`src/rtl/doppler_pkg.sv`:
```
// Shared definitions for the Doppler front-end blocks.
//   state_e       : averager FSM states (accumulate / hold output)
//   SignFlipsMax  : saturation value of the sign-reversal counter
//   acc_width()   : accumulator width needed to sum 2^max_log_len samples
package doppler_pkg;

  typedef enum logic [0:0] {
    StAccum = 1'b0,
    StHold  = 1'b1
  } state_e;

  localparam logic [15:0] SignFlipsMax = 16'hFFFF;

  function automatic int unsigned acc_width(input int unsigned width,
                                            input int unsigned max_log_len);
    return width + max_log_len;
  endfunction

endpackage

```
`src/rtl/idle_timer.sv`:
```
// Idle-cycle timer for the period averager.
//   clk_i, rst_ni : clock, asynchronous active-low reset
//   clear_i       : synchronous clear to zero
//   en_i          : count this cycle (no beat accepted, block accepting input)
//   reload_i      : accepted beat; restarts the idle count
//   timeout_i     : idle cycles before expiry; zero disables expiry
//   expired_o     : single-cycle pulse on the cycle whose edge reaches timeout_i
// Once the count reaches timeout_i it holds until the next reload or clear.
module idle_timer #(
  parameter int unsigned CntW = 32
) (
  input  logic            clk_i,
  input  logic            rst_ni,
  input  logic            clear_i,
  input  logic            en_i,
  input  logic            reload_i,
  input  logic [CntW-1:0] timeout_i,
  output logic            expired_o
);

  logic [CntW-1:0] cnt_q, cnt_d;
  logic            armed, done, last;

  assign armed = (timeout_i != '0);
  assign done  = armed && (cnt_q >= timeout_i);
  assign last  = armed && (cnt_q == (timeout_i - CntW'(1)));

  // A beat in the same cycle always wins over expiry.
  assign expired_o = en_i && !reload_i && last;

  always_comb begin
    cnt_d = cnt_q;
    if (clear_i || reload_i) begin
      cnt_d = '0;
    end else if (en_i && !done && (cnt_q != '1)) begin
      cnt_d = cnt_q + CntW'(1);
    end
  end

  always_ff @(posedge clk_i or negedge rst_ni) begin
    if (!rst_ni) begin
      cnt_q <= '0;
    end else begin
      cnt_q <= cnt_d;
    end
  end

endmodule

```
`src/rtl/zc_period_averager.sv`:
```
// Averages signed zero-crossing half-period counts over 2^len samples and emits one
// signed estimate per window. A nonzero sample of opposite sign restarts the window.
//   clk, reset_n        : clock, asynchronous active-low reset
//   clear               : synchronous clear, same effect as reset
//   log_avg_len         : log2 window length, sampled on the first beat of a window
//   timeout             : idle cycles before stale is flagged (0 disables)
//   i_tdata/tvalid/...  : input stream (i_tlast ignored)
//   o_tdata/tvalid/...  : averaged output stream (o_tlast tied low)
//   stale               : no input accepted for timeout cycles
//   sign_flips          : saturating count of sign-reversal restarts
module zc_period_averager
  import doppler_pkg::*;
#(
  parameter int unsigned WIDTH       = 32,
  parameter int unsigned MAX_LOG_LEN = 12,
  parameter int unsigned TIMEOUT_W   = 32
) (
  input  logic                 clk,
  input  logic                 reset_n,
  input  logic                 clear,
  input  logic [3:0]           log_avg_len,
  input  logic [TIMEOUT_W-1:0] timeout,
  input  logic [WIDTH-1:0]     i_tdata,
  input  logic                 i_tvalid,
  input  logic                 i_tlast,
  output logic                 i_tready,
  output logic [WIDTH-1:0]     o_tdata,
  output logic                 o_tvalid,
  output logic                 o_tlast,
  input  logic                 o_tready,
  output logic                 stale,
  output logic [15:0]          sign_flips
);

  localparam int unsigned AccW   = acc_width(WIDTH, MAX_LOG_LEN);
  localparam int unsigned CntW   = MAX_LOG_LEN + 1;
  localparam logic [3:0]  MaxLen = 4'(MAX_LOG_LEN);

  state_e                 state_q, state_d;
  logic signed [AccW-1:0] acc_q, acc_d;
  logic [CntW-1:0]        cnt_q, cnt_d;
  logic [3:0]             len_q, len_d;
  logic                   win_sign_q, win_sign_d;
  logic [WIDTH-1:0]       out_q, out_d;
  logic                   stale_q, stale_d;
  logic [15:0]            flips_q, flips_d;

  logic                   beat, first, reversal, complete, expired;
  logic [3:0]             req_len, eff_len;
  logic signed [AccW-1:0] sample_ext, base_acc, sum, avg;
  logic [CntW-1:0]        base_cnt, cnt_inc, target;
  logic                   unused_bits;

  assign i_tready   = (state_q == StAccum);
  assign o_tvalid   = (state_q == StHold);
  assign o_tlast    = 1'b0;
  assign o_tdata    = out_q;
  assign stale      = stale_q;
  assign sign_flips = flips_q;

  assign beat       = i_tvalid && i_tready;
  assign first      = (cnt_q == '0);
  assign req_len    = (log_avg_len > MaxLen) ? MaxLen : log_avg_len;
  // The first beat of a window uses the freshly sampled length.
  assign eff_len    = first ? req_len : len_q;
  assign sample_ext = {{MAX_LOG_LEN{i_tdata[WIDTH-1]}}, i_tdata};

  // Zero matches either sign, so it never triggers a restart.
  assign reversal = beat && !first && (i_tdata != '0) && (i_tdata[WIDTH-1] != win_sign_q);

  // A restart (first beat or reversal) seeds the window with this sample alone.
  assign base_acc = (first || reversal) ? '0 : acc_q;
  assign base_cnt = (first || reversal) ? '0 : cnt_q;
  assign sum      = base_acc + sample_ext;
  assign cnt_inc  = base_cnt + CntW'(1);
  assign target   = CntW'(1) << eff_len;
  assign complete = beat && !reversal && (cnt_inc == target);
  assign avg      = sum >>> eff_len;

  assign unused_bits = ^{i_tlast, avg[AccW-1:WIDTH]};

  idle_timer #(
    .CntW(TIMEOUT_W)
  ) u_idle_timer (
    .clk_i    (clk),
    .rst_ni   (reset_n),
    .clear_i  (clear),
    .en_i     (state_q == StAccum),
    .reload_i (beat),
    .timeout_i(timeout),
    .expired_o(expired)
  );

  always_comb begin
    state_d    = state_q;
    acc_d      = acc_q;
    cnt_d      = cnt_q;
    len_d      = len_q;
    win_sign_d = win_sign_q;
    out_d      = out_q;
    stale_d    = stale_q;
    flips_d    = flips_q;

    if (clear) begin
      state_d    = StAccum;
      acc_d      = '0;
      cnt_d      = '0;
      len_d      = '0;
      win_sign_d = 1'b0;
      out_d      = '0;
      stale_d    = 1'b0;
      flips_d    = '0;
    end else if (state_q == StHold) begin
      if (o_tready) begin
        state_d = StAccum;
      end
    end else if (beat) begin
      stale_d = 1'b0;
      if (first) begin
        len_d      = req_len;
        win_sign_d = i_tdata[WIDTH-1];
      end
      if (reversal) begin
        win_sign_d = i_tdata[WIDTH-1];
        if (flips_q != SignFlipsMax) begin
          flips_d = flips_q + 16'd1;
        end
      end
      if (complete) begin
        out_d   = avg[WIDTH-1:0];
        acc_d   = '0;
        cnt_d   = '0;
        state_d = StHold;
      end else begin
        acc_d = sum;
        cnt_d = cnt_inc;
      end
    end else if (expired) begin
      stale_d = 1'b1;
      acc_d   = '0;
      cnt_d   = '0;
    end
  end

  always_ff @(posedge clk or negedge reset_n) begin
    if (!reset_n) begin
      state_q    <= StAccum;
      acc_q      <= '0;
      cnt_q      <= '0;
      len_q      <= '0;
      win_sign_q <= 1'b0;
      out_q      <= '0;
      stale_q    <= 1'b0;
      flips_q    <= '0;
    end else begin
      state_q    <= state_d;
      acc_q      <= acc_d;
      cnt_q      <= cnt_d;
      len_q      <= len_d;
      win_sign_q <= win_sign_d;
      out_q      <= out_d;
      stale_q    <= stale_d;
      flips_q    <= flips_d;
    end
  end

endmodule

```
`config.mk`:
```
export PLATFORM = sky130hd
export DESIGN_NAME = zc_period_averager
export DESIGN_NICKNAME = d
export VERILOG_FILES = /design/src/rtl/doppler_pkg.sv /design/src/rtl/idle_timer.sv /design/src/rtl/zc_period_averager.sv
export SDC_FILE = /design/constraint.sdc
export NUM_CORES = 1
export LEC_CHECK = 0
export ABC_AREA = 1
export BUFFER_PORTS_ARGS = -buffer_cell sky130_fd_sc_hd__buf_2
export CELL_PAD_IN_SITES_DETAIL_PLACEMENT = 1
export CELL_PAD_IN_SITES_GLOBAL_PLACEMENT = 2
export CORE_ASPECT_RATIO = 0.75
export CORE_MARGIN = 5
export CORE_UTILIZATION = 31
export CTS_BUF_LIST = sky130_fd_sc_hd__clkbuf_4 sky130_fd_sc_hd__clkbuf_8
export CTS_CLUSTER_DIAMETER = 30
export DETAILED_ROUTE_END_ITERATION = 10
export GPL_TIMING_DRIVEN = 0
export PLACE_DENSITY_LB_ADDON = 0.3
export SYNTH_ARGS = -nofsm -noshare
export SYNTH_HDL_FRONTEND = slang
export SYNTH_HIERARCHICAL = 1
export SYNTH_SLANG_ARGS = --single-unit
export TNS_END_PERCENT = 20
```
`constraint.sdc`:
```
create_clock -name clk -period 12.3 [get_ports clk]
set_input_delay 1.23 -clock clk [delete_from_list [all_inputs] [get_ports clk]]
set_output_delay 1.23 -clock clk [all_outputs]
set_load 0.01 [all_outputs]
```
# Word-level counts from Yosys, hierarchy flattened

Cells that the tools add are included.
W data, S select, Z words.

Flip-flop bits (word level): 144
Input bits: 74
Output and inout bits: 52
Logic and storage cells: 100

Add/sub/neg operators: 5
Order comparisons: 2
Eq/ne operators: 6
Shift-type cells: 2
Muxes and demuxes: 42
Bitwise gates (word level): 1
Reduce and logical (&&, ||, !) cells: 33

Operators by type and width:

| kind                    | count |
|---|---|
| $mux W44                | 6 |
| $mux W32                | 6 |
| $mux W16                | 5 |
| $mux W13                | 6 |
| $reduce_bool A32 Y1     | 2 |
| $add A44 B32 Y44        | 1 |
| $sshr A44 B4 Y32        | 1 |
| $add A32 B1 Y32 const B | 1 |
| $eq A32 B32 Y1          | 1 |
| $ge A32 B32 Y1          | 1 |
| $ne A32 B32 Y1 const B  | 1 |
| $sub A32 B1 Y32 const B | 1 |
| $mux W4                 | 5 |
| $add A16 B1 Y16 const B | 1 |
| $ne A16 B16 Y1 const B  | 1 |
| $mux W1                 | 14 |
| $add A13 B1 Y13 const B | 1 |
| $eq A13 B13 Y1          | 1 |
| $logic_not A13 Y1       | 1 |
| $shl A1 B4 Y13 const A  | 1 |
| $logic_and A1 B1 Y1     | 12 |
| $reduce_bool A2 Y1      | 5 |
| $reduce_and A3 Y1       | 2 |
| $reduce_bool A3 Y1      | 2 |
| 8 further kinds         | 13 |

# Depth between registers and ports, before layout

Depth in word-level cells: 14
Mapped depth: 34
Mapped depth without buffers: 32

# Cells and area by module

The synthesis kept the hierarchy.

By module, submodules not included:

| module             | times used | cells an instance | area each (sq um) | seq. area each (sq um) |
|---|---|---|---|---|
| zc_period_averager | 1          | 1892              | 11149.4           | 2802.7 |
| idle_timer         | 1          | 692               | 4426.7            | 800.8 |

# Worst setup path after synthesis

No wires, ideal clock.

Path kind: input port to flip-flop
From: input port i_tdata[31]
To: register out_q[16] (netlist: o_tdata[16])
Library setup time: 0.117 ns
Data arrival time: 4.652 ns
Required time: 12.183 ns
Path slack: 7.531 ns
Cell stages on the path: 27
Path buffers: 2
Cell sequence: xor2_1 nand2_1 a21oi_1 nand2_2 nand2_1 buf_2 buf_1 nor2_1 ha_1 fa_1 nand2_1 nand2_1 o21ai_0 inv_1 a21oi_1 inv_1 nand2_1 nand3_1 or2_2 nand3_1 nand3_1 nand3_1 nand2_1 o21ai_0 nor2_1 nand2_1 nand2_1

Longest elaborated chain between the ends: 11
Elaborated cells between the ends (all ways): 20
Classes of those cells: add/sub: 2; eq/ne: 2; shift: 1; mux: 6; reduce/logical: 9

Ends and longest elaborated chain:

| what                              | line                                               | source |
|---|---|---|
| start, declared                   | zc_period_averager.sv:23                           | `input logic [WIDTH-1:0] i_tdata,` |
| $reduce_bool A32 Y1               | zc_period_averager.sv:69                           | `assign reversal = beat && !first && (i_tdata != '0) && (i_tdata[WIDTH-1] != win_sign_q);` |
| $logic_and A1 B1 Y1 (2 in series) | zc_period_averager.sv:69                           |  |
| $logic_or A1 B1 Y1                | zc_period_averager.sv:72, zc_period_averager.sv:73 |  |
| $mux W44                          | zc_period_averager.sv:72                           | `assign base_acc = (first \|\| reversal) ? '0 : acc_q;` |
| $add A44 B32 Y44                  | zc_period_averager.sv:74                           | `assign sum = base_acc + sample_ext;` |
| $sshr A44 B4 Y32                  | zc_period_averager.sv:78                           | `assign avg = sum >>> eff_len;` |
| $mux W32                          | zc_period_averager.sv:129                          | `if (complete) begin` |
| $mux W32                          | zc_period_averager.sv:117                          | `end else if (beat) begin` |
| $mux W32                          | zc_period_averager.sv:113                          | `end else if (state_q == StHold) begin` |
| $mux W32                          | zc_period_averager.sv:104                          | `if (clear) begin` |
| end signal, assigned              | zc_period_averager.sv:161                          | `out_q <= out_d;` |
| end, declared                     | zc_period_averager.sv:44                           | `logic [WIDTH-1:0] out_q, out_d;` |

Parallel ways exist; a longest one is shown, timed or not. The select of a mux whose other input is x is not followed.
A chain may end at the register's enable or synchronous reset.

# Worst setup path in the final report

From: input port i_tdata[31]
To: register out_q[4] (netlist: o_tdata[4])

The elaborated chain is that of the path after synthesis.

==> results.md <==
- Post-synthesis cell area: 15600 µm²
- Clk buf depth: 2
- Kind of critical path: input port to register
- Nets: 2882
- Clk_lat worst skew: 0.52 ns
- Setup Buffers After CTS: 0
- Post-placement cell area: 17000 µm²
- Seq cells post-synth: 144
- CP Capture Type: register
- IO Pins: 126
- # placed instances: 3365
- Worst R2R Start: cnt_q[8]$_DFFE_PN0P_
- Pwr dens: 98.2 nW/µm²
- EDFF count, synth: 0
- Starting Density: 0.312
- Initial antenna violation count: 2
- DRC: 0
- Top cell by count, worst path: nand2_1
- # rows: 71
- CTS Hold Bufs: 0
- Synth Flop Type: dfrtp_1
- Layout area overhead: 11.8%
- Crit path time final: 6.65 ns
- Die H: 204 µm
- Number of distinct library cells after synthesis: 50
- FF/Latch Area: 3600 µm²
- Final Skew: 0.0175 ns
- Final hold vios: 0
- Ant diodes: 0
- Commonest non-fill, non-tap cell in the layout: nand2_1
- Vias in the first global route: 18472
- Non-Filler Instances: 3397
- RSZ-0062 raised after global routing: no
- Finished Cell Area: 17400 µm²
- Die area: 54900 µm²
- Most frequent cells in the layout: 702 x nand2_1, 422 x nand3_1, 294 x inv_1
- Final TNS setup: 0 ns
- Total CTS buffers: 17
- Worst-margin pin slew: 0.927 ns
- Multi-input gate area: 10400 µm²
- Wirelength, routed: 66.3 mm
- WHS Endpoint: acc_q[18]$_DFFE_PN0P_
- Status: complete, no violations
- VDD IR max: 66.9 µV
- Slowest stage cell, crit path: o21ai_0
- PortBufs: 123
- Cells on worst reg2reg path: 28
- Drt first pass iters: 5
- Final worst path period share: 0.540
- Gr usage total: 0.243
- Leak: 9.00 nW
- Final setup vio count: 0
- Syn avg cell area: 6.03 µm²
- Vias: 17831
- Global-route wire length before repair: 105 mm
- Grt ovf: 0
- Dpl hpwl: 56.1 mm
- Min-delay src: acc_q[18]$_DFFE_PN0P_
- Peak per-stage delay on the critical path: 0.53 ns
- Core Region: 49900 µm²
- FF-to-FF setup slack: 6.31 ns
- R2r endpoint: o_tdata[24]$_DFFE_PN0P_
- CTS root buf: clkbuf_8
- Routed wire per std cell: 19.5 µm
- Max-cap violations: 0
- Gpl congestion: 0.923
- Hold Crit Depth: 2
- Post-DRT Antenna Nets: 0
- Syn Nets: 2739
- Critical path required time: 12.75 ns
- CP Launch Type: input port
- Sequential area share after synthesis: 0.231
- WP buf/inv: 5
- Cell family with most CP delay: simple AND/OR/NAND/NOR gates
- Crit Path Max Fanout: 17
- YS warnings: 6
- Initial DRC Count: 1260
- Post-cts gate resize count: 0
- Vias per inst: 5.25
- Max-slew headroom: 0.380
- Fill cells: 6693
- Slew Limit Fails: 0
- Tightest Hold Check Type: register to register
- Mapped Cells: 2584
- Asr flop ratio synth: 1.00
- Share of cells above drive strength 1: 0.0880
- Clock slew at reported path FFs: 0.10 ns
- Max frequency: 150 MHz
- CTS tree: done
- Largest net degree at the start of global routing: 92
- DIE WIDTH: 269 µm
- Number of H-tree levels: 4
- CTS Sinks: 144
- CP arrival: 7.10 ns
[sequential cells by signal, summed over array words and instances (netlist names)]
register / flops
acc_q: 44
u_idle_timer/cnt_q: 32
len_q: 4
sign_flips: 16
win_sign_q: 1
o_tvalid: 1
o_tdata: 32
cnt_q: 13
stale: 1
[cell type report]
cell class | instances | area share
Multi-Input combinational cell | 2036 | 0.595
Sequential cell | 144 | 0.207
Inverter | 306 | 0.0659
Tap cell | 657 | 0.0472
Timing Repair Buffer | 124 | 0.0373
Buffer | 98 | 0.0260
Clock buffer | 18 | 0.0142
Clock inverter | 14 | 0.00697
[worst max path at each step]
stage                            from                 endpoint  slack, ns  cells after the start
after global routing      i_tdata[31]  o_tdata[24]$_DFFE_PN0P_       5.34                     29
after floorplan           i_tdata[31]  o_tdata[16]$_DFFE_PN0P_       7.53                     27
after global placement    i_tdata[31]  o_tdata[24]$_DFFE_PN0P_       5.36                     29
after CTS                 i_tdata[31]  o_tdata[24]$_DFFE_PN0P_       5.82                     29
after detailed placement  i_tdata[31]  o_tdata[24]$_DFFE_PN0P_       5.27                     29
final                     i_tdata[31]   o_tdata[4]$_DFFE_PN0P_       5.65                     28
[per-layer routing]
| layer | track usage | part of all wire | vias to the layer above |
|---|---|---|---|
| met5 | 0 | 0 | - |
| met4 | 0.0506 | 0.020 | 0 |
| met3 | 0.0408 | 0.048 | 54 |
| met2 | 0.384 | 0.44 | 343 |
| met1 | 0.350 | 0.49 | 8678 |
| li1 | - | - | 8756 |
[metrics by stage]
stage	utilization	setup WS (ns)	hold WS (ns)	total power [mW]
floorplan	-	7.53	0.449	1.03
global placement	0.341	5.36	0.463	1.30
detailed placement	0.341	5.27	0.471	1.32
CTS	0.349	5.82	0.496	1.72
global route	0.349	5.34	0.521	1.84
finish	0.349	5.65	0.493	1.71
[where the power goes]
part	leakage (nW)	total (mW)	internal, mW	switching, mW
registers	1.95	0.540	0.515	0.0248
logic	6.86	0.778	0.226	0.552
clock network	0.191	0.392	0.152	0.240
[cells in the mapped netlist (3+ instances only)]
cell	instances	area share
nor4_1	4	0.0016
xnor2_1	31	0.017
o22ai_1	5	0.0020
ha_1	80	0.064
nand3b_1	16	0.0077
buf_1	28	0.0067
xor2_1	49	0.028
inv_1	294	0.071
nand2_1	702	0.17
nand3_1	422	0.14
inv_2	9	0.0022
clkbuf_1	49	0.012
nor3_2	4	0.0026
o21ai_0	107	0.034
o211ai_1	10	0.0048
buf_6	9	0.0065
clkinv_1	3	0.00072
nand2_2	10	0.0040
buf_2	11	0.0035
a21o_1	4	0.0019
nor2_4	7	0.0051
o21a_1	5	0.0024
nor2_2	15	0.0060
dfrtp_1	144	0.23
and2_1	4	0.0016
nor2_1	286	0.069
o21bai_1	8	0.0039
nand2_4	4	0.0029
a21oi_1	97	0.031
nor3_1	40	0.013
nand4_1	94	0.038
or2_2	9	0.0036
[worst register-to-register path: cells and delay by family, from the launching register on]
kind / cells / cell delay (ns)
adder cells (fa/ha/maj): 2 / 0.81
flip-flops: 1 / 0.45
AND/OR/NAND/NOR: 19 / 2.69
AO/OA/AOI/OAI: 2 / 0.59
buffers and inverters: 5 / 1.34
[cells by family after synthesis]
kind of cell	Yosys count	share of synthesized area
compound gates	249	0.0876
xor+xnor	82	0.0479
fa+ha+maj	81	0.0655
buf+inv	404	0.103
flops	144	0.231
mux	2	0.00129
other cells	1	0.000241
simple gates	1621	0.463
Note: power is estimated with default switching activity, not from simulation.
